**src/rtl/muldiv_pkg.sv**
```systemverilog
// Shared definitions for the RV32M multiply/divide unit: width default,
// funct3 encodings, FSM states and the operand-signedness decode.
package muldiv_pkg;

  localparam int XLEN_DEFAULT = 32;

  localparam logic [2:0] F3_MUL    = 3'd0;
  localparam logic [2:0] F3_MULH   = 3'd1;
  localparam logic [2:0] F3_MULHSU = 3'd2;
  localparam logic [2:0] F3_MULHU  = 3'd3;
  localparam logic [2:0] F3_DIV    = 3'd4;
  localparam logic [2:0] F3_DIVU   = 3'd5;
  localparam logic [2:0] F3_REM    = 3'd6;
  localparam logic [2:0] F3_REMU   = 3'd7;

  typedef enum logic [1:0] {
    IDLE = 2'd0,
    RUN  = 2'd1,
    DONE = 2'd2
  } state_t;

  // Returns {a_signed, b_signed} for the given operation.
  function automatic logic [1:0] op_signed(input logic [2:0] f3);
    logic [1:0] s;
    s = 2'b00;
    case (f3)
      F3_MULH, F3_DIV, F3_REM: s = 2'b11;
      F3_MULHSU:               s = 2'b10;
      default:                 s = 2'b00;
    endcase
    return s;
  endfunction

endpackage

```
**src/rtl/muldiv_if.sv**
```systemverilog
// Launch/result bundle between the core execute stage and the muldiv unit.
interface muldiv_if #(parameter int XLEN = 32);
  logic            start;
  logic [2:0]      funct3;
  logic [XLEN-1:0] op_a;
  logic [XLEN-1:0] op_b;
  logic            busy;
  logic            done;
  logic [XLEN-1:0] result;

  modport master (output start, funct3, op_a, op_b, input busy, done, result);
  modport slave  (input start, funct3, op_a, op_b, output busy, done, result);
endinterface

```
**src/rtl/muldiv_iter.sv**
```systemverilog
// Shared radix-2 iteration datapath: shift-add multiply or restoring divide on magnitudes.
// Latency: one iteration per step; next-state values are exposed combinationally from registers.
// Backpressure: none; the owner drives load/step and must hold step low when idle.
module muldiv_iter
  import muldiv_pkg::*;
#(
  parameter int XLEN = XLEN_DEFAULT
) (
  input  logic            clk,
  input  logic            reset,
  input  logic            load,
  input  logic            step,
  input  logic            mode,
  input  logic [XLEN-1:0] a,
  input  logic [XLEN-1:0] b,
  output logic [XLEN-1:0] hi_nxt,
  output logic [XLEN-1:0] lo_nxt
);

  // hi: product high word / partial remainder; lo: multiplier / quotient.
  logic [XLEN-1:0] hi, lo, opb;
  logic [XLEN:0]   sum, shifted, diff;

  always_comb begin
    sum     = {1'b0, hi} + (lo[0] ? {1'b0, opb} : '0);
    shifted = {hi, lo[XLEN-1]};
    diff    = shifted - {1'b0, opb};
    hi_nxt  = sum[XLEN:1];
    lo_nxt  = {sum[0], lo[XLEN-1:1]};
    if (mode) begin
      if (!diff[XLEN]) begin
        hi_nxt = diff[XLEN-1:0];
        lo_nxt = {lo[XLEN-2:0], 1'b1};
      end else begin
        hi_nxt = shifted[XLEN-1:0];
        lo_nxt = {lo[XLEN-2:0], 1'b0};
      end
    end
  end

  always_ff @(posedge clk or posedge reset) begin
    if (reset) begin
      hi  <= '0;
      lo  <= '0;
      opb <= '0;
    end else if (load) begin
      hi  <= '0;
      lo  <= a;
      opb <= b;
    end else if (step) begin
      hi  <= hi_nxt;
      lo  <= lo_nxt;
    end
  end

endmodule

```
**src/rtl/muldiv_unit.sv**
```systemverilog
// Iterative RV32M multiply/divide execute unit with sign handling and special-case override.
// Latency: fixed XLEN iterations from accepted start to done, plus one DONE cycle (34-cycle throughput).
// Backpressure: none; start is only sampled in IDLE and the core stalls while busy.
module muldiv_unit
  import muldiv_pkg::*;
#(
  parameter int XLEN = XLEN_DEFAULT
) (
  input  logic     clk,
  input  logic     reset,
  muldiv_if.slave  bus
);

  localparam int              CW      = $clog2(XLEN);
  localparam logic [CW-1:0]   LAST    = CW'(XLEN - 1);
  localparam logic [XLEN-1:0] MIN_INT = {1'b1, {(XLEN-1){1'b0}}};

  state_t          state, state_nxt;
  logic [CW-1:0]   cnt;
  logic [2:0]      f3;
  logic            neg_a, neg_b, div_zero, ovf;
  logic [XLEN-1:0] a_raw;
  logic [XLEN-1:0] result_q;
  logic            load, step;

  logic [1:0]      sgn;
  logic            a_neg_in, b_neg_in, ovf_in;
  logic [XLEN-1:0] a_mag, b_mag;

  assign sgn      = op_signed(bus.funct3);
  assign a_neg_in = sgn[1] & bus.op_a[XLEN-1];
  assign b_neg_in = sgn[0] & bus.op_b[XLEN-1];
  assign a_mag    = a_neg_in ? -bus.op_a : bus.op_a;
  assign b_mag    = b_neg_in ? -bus.op_b : bus.op_b;
  assign ovf_in   = ((bus.funct3 == F3_DIV) || (bus.funct3 == F3_REM)) &&
                    (bus.op_a == MIN_INT) && (&bus.op_b);

  always_comb begin
    state_nxt = state;
    load      = 1'b0;
    step      = 1'b0;
    case (state)
      IDLE: begin
        if (bus.start) begin
          load      = 1'b1;
          state_nxt = RUN;
        end
      end
      RUN: begin
        step = 1'b1;
        if (cnt == LAST) state_nxt = DONE;
      end
      DONE:    state_nxt = IDLE;
      default: state_nxt = IDLE;
    endcase
  end

  logic [XLEN-1:0] hi_nxt, lo_nxt;

  muldiv_iter #(.XLEN(XLEN)) u_iter (
    .clk    (clk),
    .reset  (reset),
    .load   (load),
    .step   (step),
    .mode   (f3[2]),
    .a      (a_mag),
    .b      (b_mag),
    .hi_nxt (hi_nxt),
    .lo_nxt (lo_nxt)
  );

  // Result is taken from the final iteration's next values, so it lands on the same edge.
  logic [2*XLEN-1:0] prod, prod_s;
  logic [XLEN-1:0]   quot_s, rem_s, res_sel;

  always_comb begin
    prod    = {hi_nxt, lo_nxt};
    prod_s  = (neg_a ^ neg_b) ? -prod : prod;
    quot_s  = (neg_a ^ neg_b) ? -lo_nxt : lo_nxt;
    rem_s   = neg_a ? -hi_nxt : hi_nxt;
    res_sel = '0;
    case (f3)
      F3_MUL:                      res_sel = prod_s[XLEN-1:0];
      F3_MULH, F3_MULHSU, F3_MULHU: res_sel = prod_s[2*XLEN-1:XLEN];
      F3_DIV, F3_DIVU:             res_sel = div_zero ? '1 : (ovf ? MIN_INT : quot_s);
      default:                     res_sel = div_zero ? a_raw : (ovf ? '0 : rem_s);
    endcase
  end

  always_ff @(posedge clk or posedge reset) begin
    if (reset) begin
      state    <= IDLE;
      cnt      <= '0;
      f3       <= '0;
      neg_a    <= 1'b0;
      neg_b    <= 1'b0;
      div_zero <= 1'b0;
      ovf      <= 1'b0;
      a_raw    <= '0;
      result_q <= '0;
    end else begin
      state <= state_nxt;
      if (load) begin
        cnt      <= '0;
        f3       <= bus.funct3;
        neg_a    <= a_neg_in;
        neg_b    <= b_neg_in;
        div_zero <= (bus.op_b == '0);
        ovf      <= ovf_in;
        a_raw    <= bus.op_a;
      end else if (step) begin
        cnt <= cnt + 1'b1;
      end
      if (step && (cnt == LAST)) result_q <= res_sel;
    end
  end

  assign bus.busy   = (state == RUN);
  assign bus.done   = (state == DONE);
  assign bus.result = result_q;

endmodule

```
**src/flat_wrapper.sv**
```systemverilog
// flat-port wrapper written by rule: the top's interface ports become plain ports
module muldiv_unit_flat import muldiv_pkg::*;
#(
  parameter int XLEN = XLEN_DEFAULT
)
  (clk, reset, bus_start, bus_funct3, bus_op_a, bus_op_b, bus_busy, bus_done, bus_result);
  muldiv_if #(.XLEN(XLEN)) bus_i ();
  input  logic clk;
  input  logic reset;
  input wire logic [$bits(bus_i.start)-1:0] bus_start;
  input wire logic [$bits(bus_i.funct3)-1:0] bus_funct3;
  input wire logic [$bits(bus_i.op_a)-1:0] bus_op_a;
  input wire logic [$bits(bus_i.op_b)-1:0] bus_op_b;
  output wire logic [$bits(bus_i.busy)-1:0] bus_busy;
  output wire logic [$bits(bus_i.done)-1:0] bus_done;
  output wire logic [$bits(bus_i.result)-1:0] bus_result;
  assign bus_i.start = bus_start;
  assign bus_i.funct3 = bus_funct3;
  assign bus_i.op_a = bus_op_a;
  assign bus_i.op_b = bus_op_b;
  assign bus_busy = bus_i.busy;
  assign bus_done = bus_i.done;
  assign bus_result = bus_i.result;
  muldiv_unit #(.XLEN(XLEN)) u_core (.clk(clk), .reset(reset), .bus(bus_i));
endmodule
```
**config.mk**
```make
export PLATFORM = sky130hd
export DESIGN_NAME = muldiv_unit_flat
export DESIGN_NICKNAME = d
export VERILOG_FILES = /design/src/rtl/muldiv_pkg.sv /design/src/rtl/muldiv_if.sv /design/src/rtl/muldiv_iter.sv /design/src/rtl/muldiv_unit.sv /design/src/flat_wrapper.sv
export SDC_FILE = /design/constraint.sdc
export NUM_CORES = 1
export LEC_CHECK = 0
export CAP_MARGIN = 20
export CORE_MARGIN = 2
export CORE_UTILIZATION = 39
export CTS_CLUSTER_DIAMETER = 150
export DETAILED_ROUTE_END_ITERATION = 8
export PLACE_DENSITY = 0.67
export SLEW_MARGIN = 20
export SYNTH_ARGS = -nofsm -noshare
export SYNTH_HDL_FRONTEND = slang
export SYNTH_SLANG_ARGS = --single-unit
```
**constraint.sdc**
```tcl
create_clock -name clk -period 8.8 [get_ports clk]
set_clock_uncertainty 0.2 [all_clocks]
set_input_delay 0.88 -clock clk [delete_from_list [all_inputs] [get_ports clk]]
set_output_delay 0.88 -clock clk [all_outputs]
set_load 0.05 [all_outputs]
```
[Word-level counts from Yosys, hierarchy flattened]
Index checks and enable logic that the tools add are counted.
Word-level totals
  register bits after elaboration: 174
Cells by class
  bitwise logic cells: 3
  reductions and logical operators: 13
  equal/unequal tests: 15
  multiplexer cells: 28
  add/sub/neg operators: 8
Operators by type and width (count)
  two-way mux 32 bit: 16
  negator 32 bit: 4
  one-hot mux 32 bit (3 select lines): 1
  two-way mux 64 bit: 1
  negator 64 bit: 1
  adder 32 x 33 -> 33 bit: 1
  subtractor 33 x 32 -> 33 bit: 1
  equality test 32 bit, second input constant: 1
  zero test 32 bit: 1
  AND reduction 32 bit: 1
  equality test 3 bit, second input constant: 4
  two-way mux 5 bit: 2
  equality test 3 x 2 -> 1 bit, second input constant: 3
  one-hot mux 2 bit (2 select lines): 2
  equality test 3 x 1 -> 1 bit, second input constant: 2
  OR reduction 3 bit: 2
  adder 5 x 1 -> 5 bit, second input constant: 1
  equality test 5 bit, second input constant: 1
  two-way mux 1 bit: 4
  two-way mux 2 bit: 2
  logical AND 1 bit: 3
  zero test 3 bit: 1
  bitwise AND 1 bit: 2
  equality test 2 x 1 -> 1 bit, second input constant: 1
  other kinds (9): 9

[Depth between registers and ports, before layout]
Gate-level depths: netlist of the first run.
  word-level depth: 8
  gate-level depth with buffers: 25

[By module]
A second synthesis of the first run with hierarchy kept.
Second synthesis, totals
  cell total of the unflattened synthesis: 2061
  area, all modules: 16004.1 µm²
Modules (own cells, without submodules)
  muldiv_iter: instances 1, sequential area each 2402.3 µm², area each 8787.2 µm², cells an instance 1087
  muldiv_unit: instances 1, sequential area each 1951.9 µm², area each 7216.9 µm², cells an instance 974

[Worst setup path after synthesis of the first run]
Ideal clock, no wire load.
  kind: register to register
  start point: register u_core.u_iter.lo[31]
  end point: register u_core.result_q[26], in the netlist u_core.bus.result[26]
  stages on the path, launching flop included: 25
  path buffers: 2
  setup time: 0.129 ns
  data required time: 8.471 ns
  path slack: 2.541 ns
  data arrival time: 5.930 ns
  clock period less this slack: 6.259 ns
  cells stage by stage: dfrtp_1 inv_1 ha_1 fa_1 nand2b_1 a21o_1 a311o_1 nand3_1 a31oi_4 xor2_1 clkbuf_1 clkbuf_1 nor2_1 a21oi_1 ha_1 o21a_1 o2111ai_1 or4_1 nor3_1 nand2_1 nor4_2 a31oi_1 xor2_1 a221oi_1 nor3_1
On the way
  longest elaborated chain between the ends: 8
  elaborated cells between the ends (all ways): 16
  classes of those cells: 4 x add/sub; 12 x mux
RTL lines
  from (decl): line muldiv_iter.sv:21  | logic [XLEN-1:0] hi, lo, opb;
  from (signal assigned): line muldiv_iter.sv:52  | lo <= lo_nxt;
  subtractor 33 x 32 -> 33 bit: line muldiv_iter.sv:27  | diff = shifted - {1'b0, opb};
  two-way mux 32 bit or two-way mux 1 bit (tied branches): line muldiv_iter.sv:31  | if (!diff[XLEN]) begin
  two-way mux 32 bit: line muldiv_iter.sv:30  | if (mode) begin
  negator 32 bit (on tied branches): line muldiv_unit.sv:80, muldiv_unit.sv:79
  two-way mux 32 bit (on tied branches): line muldiv_unit.sv:80, muldiv_unit.sv:79
  two-way mux 32 bit (on tied branches) (2 in series): line muldiv_unit.sv:86, muldiv_unit.sv:85
  one-hot mux 32 bit (3 select lines) (*): line muldiv_unit.sv:82  | case (f3)
  to (signal assigned): line muldiv_unit.sv:114  | if (step && (cnt == LAST)) result_q <= res_sel;
  to (decl): line muldiv_unit.sv:23  | logic [XLEN-1:0] result_q;
Mark *: on every way between the ends. The rest lies on a longest branch, timed or not.
A chain may end at the register's enable or synchronous reset.

[Worst setup path after layout of the first run]
  start point: register u_core.u_iter.lo[31]
  end point: register u_core.result_q[22], in the netlist u_core.bus.result[22]
The elaborated chain is that of the path after synthesis.

==> metrics.md, run 1 <==
| Metric | Value |
|---|---|
| Via total after detailed routing | 16,500 |
| Synthesized area divided by synthesized cell count | 7.68 um2 |
| Clock buffer count from CTS | 17 |
| Crit share post-route | 0.823 |
| Average routed wire per standard cell | 22.2 um |
| Clock Tree Root | clkbuf_16 |
| Final weighted congestion in routability-driven placement | 0.946 |
| Via density | 6.18 |
| Post-detailed-route count of antenna-violating nets | 0 |
| Initial DRT Pass Iterations | 5 |
| Die Outline Area | 42,700 um2 |
| Path class of the lowest-slack min-delay path | reg2reg |
| CP arrival | 7.39 ns |
| Crit-path max FO | 13 |
| Post-detailed-routing wire length | 59.1 mm |
| DRT iter0 DRCs | 1,714 |
| Initial cell density of the core | 0.394 |
| Transition time at the pin with the least slew margin | 1.13 ns |
| Count of fill cells added during filler insertion | 4,033 |
| Width of the die | 207 um |
| Share of final-layout standard cells stronger than drive strength 1 | 0.0488 |
| Placed standard-cell area | 17,500 um2 |
| Final Instance Area | 18,100 um2 |
| Maximum number of pins on one net before global-route repair | 102 |
| Predominant post-synthesis flop cell | dfrtp_1 |
| Die Span Y | 207 um |
| Fin Setup TNS | 0 ns |
| Type of element launching the critical path | flip-flop |
| Endpoint class of the critical path | flip-flop |
| Worst slew margin | 0.245 |
| Synthesized flop and latch total | 174 |
| Clock tree from TritonCTS | built |
| Remaining design rule violation count | 0 |
| Worst-Skew Late Latency | 0.48 ns |
| Number of port buffers | 103 |
| Multi-input logic area | 11,000 um2 |
| Fraction of synthesis flops using an asynchronous set or reset pin | 1.00 |
| Layout overhead on the synthesized area | 13.1% |
| Commonest non-fill, non-tap cell in the layout | nand2_1 |
| Net count of the mapped netlist | 2,229 |
| Max-Cap Viols | 0 |
| Clk pin slew, worst setup/hold paths | 0.08 ns |
| Number of buffers inserted by hold repair at cts | 0 |
| Core area | 40,600 um2 |
| DPL Wire Length | 43.9 mm |
| End point of the critical path | u_core.bus.result[22]$_DFFE_PP0P_ |
| CTS sink count | 174 |
| Overall Global Routing Usage | 0.280 |
| Number of warnings printed during yosys synthesis | 0 |
| Setup CP Type | reg2reg |
| Worst setup path startpoint | u_core.u_iter.lo[31]$_DFFE_PP0P_ |
| Number of global-route vias before repair | 16,000 |
| Number of antenna violations at the first check in global routing | 0 |
| R2r startpoint | u_core.u_iter.lo[31]$_DFFE_PP0P_ |
| R2R Setup Slk | 1.55 ns |
| Post-layout util | 0.446 |
| Wire length of the first global-routing pass | 91.8 mm |
| Endpoint of the most critical register-to-register path | u_core.bus.result[22]$_DFFE_PP0P_ |
| Number of levels the H-tree was split into | 4 |
| Post-synth design cell area | 16,000 um2 |
| Share of the yosys chip area belonging to registers | 0.272 |
| Nets | 2,261 |
| Setup repair after global routing missed its margin | false |
| Number of different library cells in the post-synthesis netlist | 89 |
| Post-CTS Setup Inserts | 0 |
| Sequential cell area | 4360 um2 |
| Cell count of the worst reg-to-reg path | 22 |
| Bufs on Longest Clock Path | 2 |
| Global-route congestion overflow total | 0 |
| Number of gates resized after cts | 0 |
| Startpoint of the tightest hold check path | u_core.bus.result[15]$_DFFE_PP0P_ |
| Std cell rows | 74 |
| Count of final hold-check violations | 0 |
| Commonest non-fill, non-tap cells in the layout | 317 x nand2_1, 173 x dfrtp_1, 169 x o21ai_0 |
| Number of antenna cells inserted | 0 |
| Post-route minimum period | 7.25 ns |
| Final count of negative-setup-slack endpoints | 0 |
| Count of final max-slew check failures | 0 |
| Top achievable clock speed | 138 MHz |
| Number of enable-type register cells in the synthesized netlist | 0 |
| Post-synthesis instance total | 2,086 |
| Required time at the endpoint of the critical path | 8.94 ns |
| Result of the run | finished, final reports clean |
| Count of pins on the block boundary | 104 |
## worst min-delay path by stage
stage,depth (start not counted),slack (ns),end
after global placement,2,0.26,u_core.a_raw[15]$_DFFE_PP0P_
after global routing,2,0.31,u_core.a_raw[15]$_DFFE_PP0P_
after CTS,2,0.28,u_core.a_raw[17]$_DFFE_PP0P_
after floorplan,2,0.25,u_core.a_raw[7]$_DFFE_PP0P_
after detailed placement,2,0.26,u_core.a_raw[17]$_DFFE_PP0P_
final,2,0.28,u_core.bus.result[15]$_DFFE_PP0P_
## kinds of logic after synthesis
kind of cell | count (synthesis) | synth area share
compound gates | 641 | 0.263
flops | 174 | 0.272
mux | 47 | 0.0298
buf+inv | 187 | 0.0460
simple gates | 770 | 0.224
fa+ha+maj | 73 | 0.0580
xor+xnor | 194 | 0.107
## Yosys cell counts, drive strengths merged, types with 4 or more instances
cell | instances | area, um2
a221oi | 55 | 482
nand3b | 6 | 45.0
inv | 67 | 251
or2 | 9 | 56.3
o31ai | 32 | 240
nor2 | 164 | 616
a21o | 19 | 143
o211ai | 16 | 120
nand2b | 23 | 144
nor3 | 62 | 315
xnor2 | 101 | 903
or3 | 19 | 119
a22o | 23 | 201
nand3 | 32 | 160
and2 | 41 | 257
o21ai | 184 | 925
a311o | 4 | 40.0
and3 | 12 | 75.1
a31oi | 27 | 184
o22ai | 9 | 56.3
nand2 | 318 | 1200
a22oi | 10 | 75.1
o21bai | 8 | 60.1
a21oi | 152 | 768
nor3b | 8 | 60.1
buf | 30 | 148
dfrtp | 174 | 4350
o21a | 17 | 128
or4 | 11 | 86.3
clkbuf | 90 | 338
nor4 | 19 | 140
mux2i | 41 | 410
ha | 71 | 888
a31o | 5 | 43.8
o221ai | 4 | 35.0
a211oi | 20 | 155
o41ai | 11 | 96.3
nor2b | 9 | 56.3
nand4 | 27 | 169
xor2 | 93 | 815
o22a | 7 | 61.3
mux2 | 6 | 67.6
## flip-flops by register name, summed over array words and instances (netlist names), 2 cells and up
signal	count
u_core.u_iter.hi	32
u_core.u_iter.lo	32
u_core.bus.result	32
u_core.cnt	5
u_core.u_iter.opb	32
u_core.f3	3
u_core.state	2
u_core.a_raw	32
## through the flow
| stage | hold slack [ns] | setup slack [ns] | cells |
|---|---|---|---|
| 2_1_floorplan | 0.246 | 2.54 | 2086 |
| 3_3_place_gp | 0.260 | 2.11 | 2629 |
| 3_5_place_dp | 0.264 | 1.85 | 2629 |
| 4_1_cts | 0.282 | 1.79 | 2660 |
| 5_1_grt | 0.307 | 1.29 | 2662 |
| 6_report | 0.278 | 1.55 | 2662 |
## layer usage
layer,vias up,routed length [um],track usage
li1,7612,-,-
met1,7967,25800,0.379
met2,711,26000,0.430
met3,170,4360,0.0518
met4,0,3020,0.135
met5,-,0,0
## critical path, stage by stage (launching register included)
cell and delay (ns):
dfrtp_1 0.46, inv_1 0.11, ha_1 0.23, fa_1 0.41, nand2b_1 0.19, a21o_1 0.21, a311o_1 0.33, nand3_1 0.25
a31oi_4 0.31, xor2_2 0.23, nor2_1 0.13, a21oi_1 0.28, ha_1 0.22, o21a_1 0.17, o2111ai_1 0.18, or4_1 0.66
nor3_1 0.48, nand2_1 0.34, nor4_2 0.90, a21oi_1 0.18, xor2_1 0.20, a221oi_1 0.32, o31ai_1 0.12
## cell type report
class                           instances  share of cell area
Sequential cell                       174               0.241
Clock inverter                         10             0.00580
Tap cell                              532              0.0368
Timing Repair Buffer                  133              0.0716
Clock buffer                           21              0.0254
Inverter                               67              0.0142
Multi-Input combinational cell       1725               0.606
Power of run 1 is not shown: default switching activity piles up to over one toggle a cycle in this logic, so the estimate is an artifact.
==> run 2, diff against run 1 <==
--- a/config.mk
+++ b/config.mk
@@ -10,7 +10,7 @@
 export CORE_UTILIZATION = 39
 export CTS_CLUSTER_DIAMETER = 150
 export DETAILED_ROUTE_END_ITERATION = 8
-export PLACE_DENSITY = 0.67
+export PLACE_DENSITY = 0.7
 export SLEW_MARGIN = 20
 export SYNTH_ARGS = -nofsm -noshare
 export SYNTH_HDL_FRONTEND = slang
==> constraint.sdc (replaced) <==
create_clock -name clk -period 6.4 [get_ports clk]
set_clock_uncertainty 0.2 [all_clocks]
set_input_delay 0.64 -clock clk [delete_from_list [all_inputs] [get_ports clk]]
set_output_delay 0.64 -clock clk [all_outputs]
set_load 0.05 [all_outputs]
==> run 2 against run 1 <==
Against the previous run: non-clock buffer count rose by 19; hold slack improved by 0.0099 ns; die area is the same; global-route usage shrank 0.096 points; routed wire length is 0.90% higher; critical endpoint is now u_core.bus.result[26]$_DFFE_PP0P_.
==> metrics.md, run 2 (same netlist as run 1, synthesis figures left out) <==
| Metric | Value |
|---|---|
| Clock buffer count from CTS | 17 |
| Setup CP Type | reg2reg |
| Global-route congestion overflow total | 0 |
| Number of gates resized after cts | 0 |
| Number of port buffers | 103 |
| Layout overhead on the synthesized area | 13.8% |
| Wire length of the first global-routing pass | 91.7 mm |
| Die Span Y | 207 um |
| Bufs on Longest Clock Path | 2 |
| Via density | 6.19 |
| CTS sink count | 174 |
| R2R Setup Slk | 0.31 ns |
| Met1 usage | 0.382 |
| Most Used Layer, Global Route | met2 |
| Number of levels the H-tree was split into | 4 |
| Commonest non-fill, non-tap cell in the layout | nand2_1 |
| Final count of negative-setup-slack endpoints | 0 |
| Count of pins on the block boundary | 104 |
| Number of antenna cells inserted | 0 |
| Number of buffers inserted by hold repair at cts | 0 |
| Transition time at the pin with the least slew margin | 1.11 ns |
| Type of element launching the critical path | flip-flop |
| Initial cell density of the core | 0.394 |
| Clock tree from TritonCTS | built |
| Clock Tree Root | clkbuf_16 |
| Die Outline Area | 42,700 um2 |
| Average routed wire per standard cell | 22.2 um |
| Core area | 40,600 um2 |
| Post-detailed-routing wire length | 59.7 mm |
| Fin Setup TNS | 0 ns |
| Top achievable clock speed | 164 MHz |
| Nets | 2,280 |
| Remaining design rule violation count | 0 |
| Worst slew margin | 0.254 |
| R2r startpoint | u_core.u_iter.lo[31]$_DFFE_PP0P_ |
| Max-Cap Viols | 0 |
| DRT iter0 DRCs | 1,836 |
| Required time at the endpoint of the critical path | 6.55 ns |
| Overall Global Routing Usage | 0.279 |
| Crit-path max FO | 8 |
| Post-route minimum period | 6.09 ns |
| Result of the run | finished, final reports clean |
| CP arrival | 6.24 ns |
| Worst setup path startpoint | u_core.u_iter.lo[31]$_DFFE_PP0P_ |
| Number of global-route vias before repair | 15,700 |
| Post-CTS Setup Inserts | 0 |
| Count of final hold-check violations | 0 |
| Clk pin slew, worst setup/hold paths | 0.08 ns |
| Count of final max-slew check failures | 0 |
| Maximum number of pins on one net before global-route repair | 100 |
| Via total after detailed routing | 16,600 |
| Width of the die | 207 um |
| Initial DRT Pass Iterations | 6 |
| Std cell rows | 74 |
| Crit share post-route | 0.952 |
| Final weighted congestion in routability-driven placement | 0.954 |
| Post-detailed-route count of antenna-violating nets | 0 |
| Path class of the lowest-slack min-delay path | reg2reg |
| Commonest non-fill, non-tap cells in the layout | 316 x nand2_1, 173 x dfrtp_1, 169 x o21ai_0 |
| Startpoint of the tightest hold check path | u_core.a_raw[25]$_DFFE_PP0P_ |
| Endpoint class of the critical path | flip-flop |
| Share of final-layout standard cells stronger than drive strength 1 | 0.0591 |
| Setup repair after global routing missed its margin | false |
| Worst-Skew Late Latency | 0.47 ns |
| DPL Wire Length | 44.2 mm |
| Global-route met2 utilization | 0.432 |
| Global routing met3 resource utilization | 0.0391 |
| Number of antenna violations at the first check in global routing | 0 |
-- run 2: cell types whose count changed in the layout (fill, tap and decap cells not counted), moves of 2 or more --
cell	previous run	this run
buf_4	28	47
buf_12	0	2
buf_16	2	0
clkinv_4	1	3
-- run 2: metal layers --
| layer | routed length, um | part of all wire |
|---|---|---|
| met1 | 25800 | 0.43 |
| met2 | 26300 | 0.44 |
| met3 | 4630 | 0.078 |
| met4 | 2900 | 0.049 |
| met5 | 0 | 0 |
-- run 2: area by class of cell --
class | instances | area (um2)
Clock buffer | 19 | 443
Clock inverter | 13 | 105
Fill cell | 3987 | 22400
Inverter | 67 | 256
Multi-Input combinational cell | 1725 | 11000
Sequential cell | 174 | 4360
Tap cell | 532 | 666
Timing Repair Buffer | 152 | 1420
-- run 2: critical path: stages, from the launching register on --
cell       delay, ns
dfrtp_1         0.46
inv_1           0.11
ha_1            0.23
fa_1            0.40
nand2b_1        0.19
a21o_1          0.20
a311o_1         0.32
nand3_1         0.24
a31oi_4         0.23
xor2_2          0.23
nor2_1          0.09
a21oi_1         0.19
ha_1            0.20
o21a_1          0.17
o2111ai_1       0.18
or4_1           0.66
nor3_2          0.29
nand2_2         0.17
nor4_2          0.26
buf_4           0.20
a31oi_1         0.11
xor2_1          0.18
a221oi_1        0.36
nor3_1          0.09
-- run 2: worst paths after layout --
path	to	cells after the start
max reg2reg	u_core.bus.result[26]$_DFFE_PP0P_	23
min	u_core.a_raw[25]$_DFFE_PP0P_	2
min reg2reg	u_core.a_raw[25]$_DFFE_PP0P_	2
max	u_core.bus.result[26]$_DFFE_PP0P_	23
min in group asynchronous	u_core.u_iter.hi[2]$_DFFE_PP0P_	2
max in group asynchronous	u_core.bus.result[23]$_DFFE_PP0P_	3
-- run 2: stage by stage --
| step | utilization | setup WS (ns) | area [um2] | hold slack, ns | instances |
|---|---|---|---|---|---|
| final | 0.448 | 0.309 | 18200 | 0.288 | 2682 |
| after global placement | 0.435 | 0.551 | 17700 | 0.267 | 2650 |
| after detailed placement | 0.435 | 0.310 | 17700 | 0.269 | 2650 |
| after floorplan | - | 0.141 | 16000 | 0.246 | 2086 |
| after global routing | 0.448 | 0.00451 | 18200 | 0.313 | 2682 |
| after CTS | 0.448 | 0.257 | 18200 | 0.291 | 2682 |
Power of run 2 is left out for the same reason.
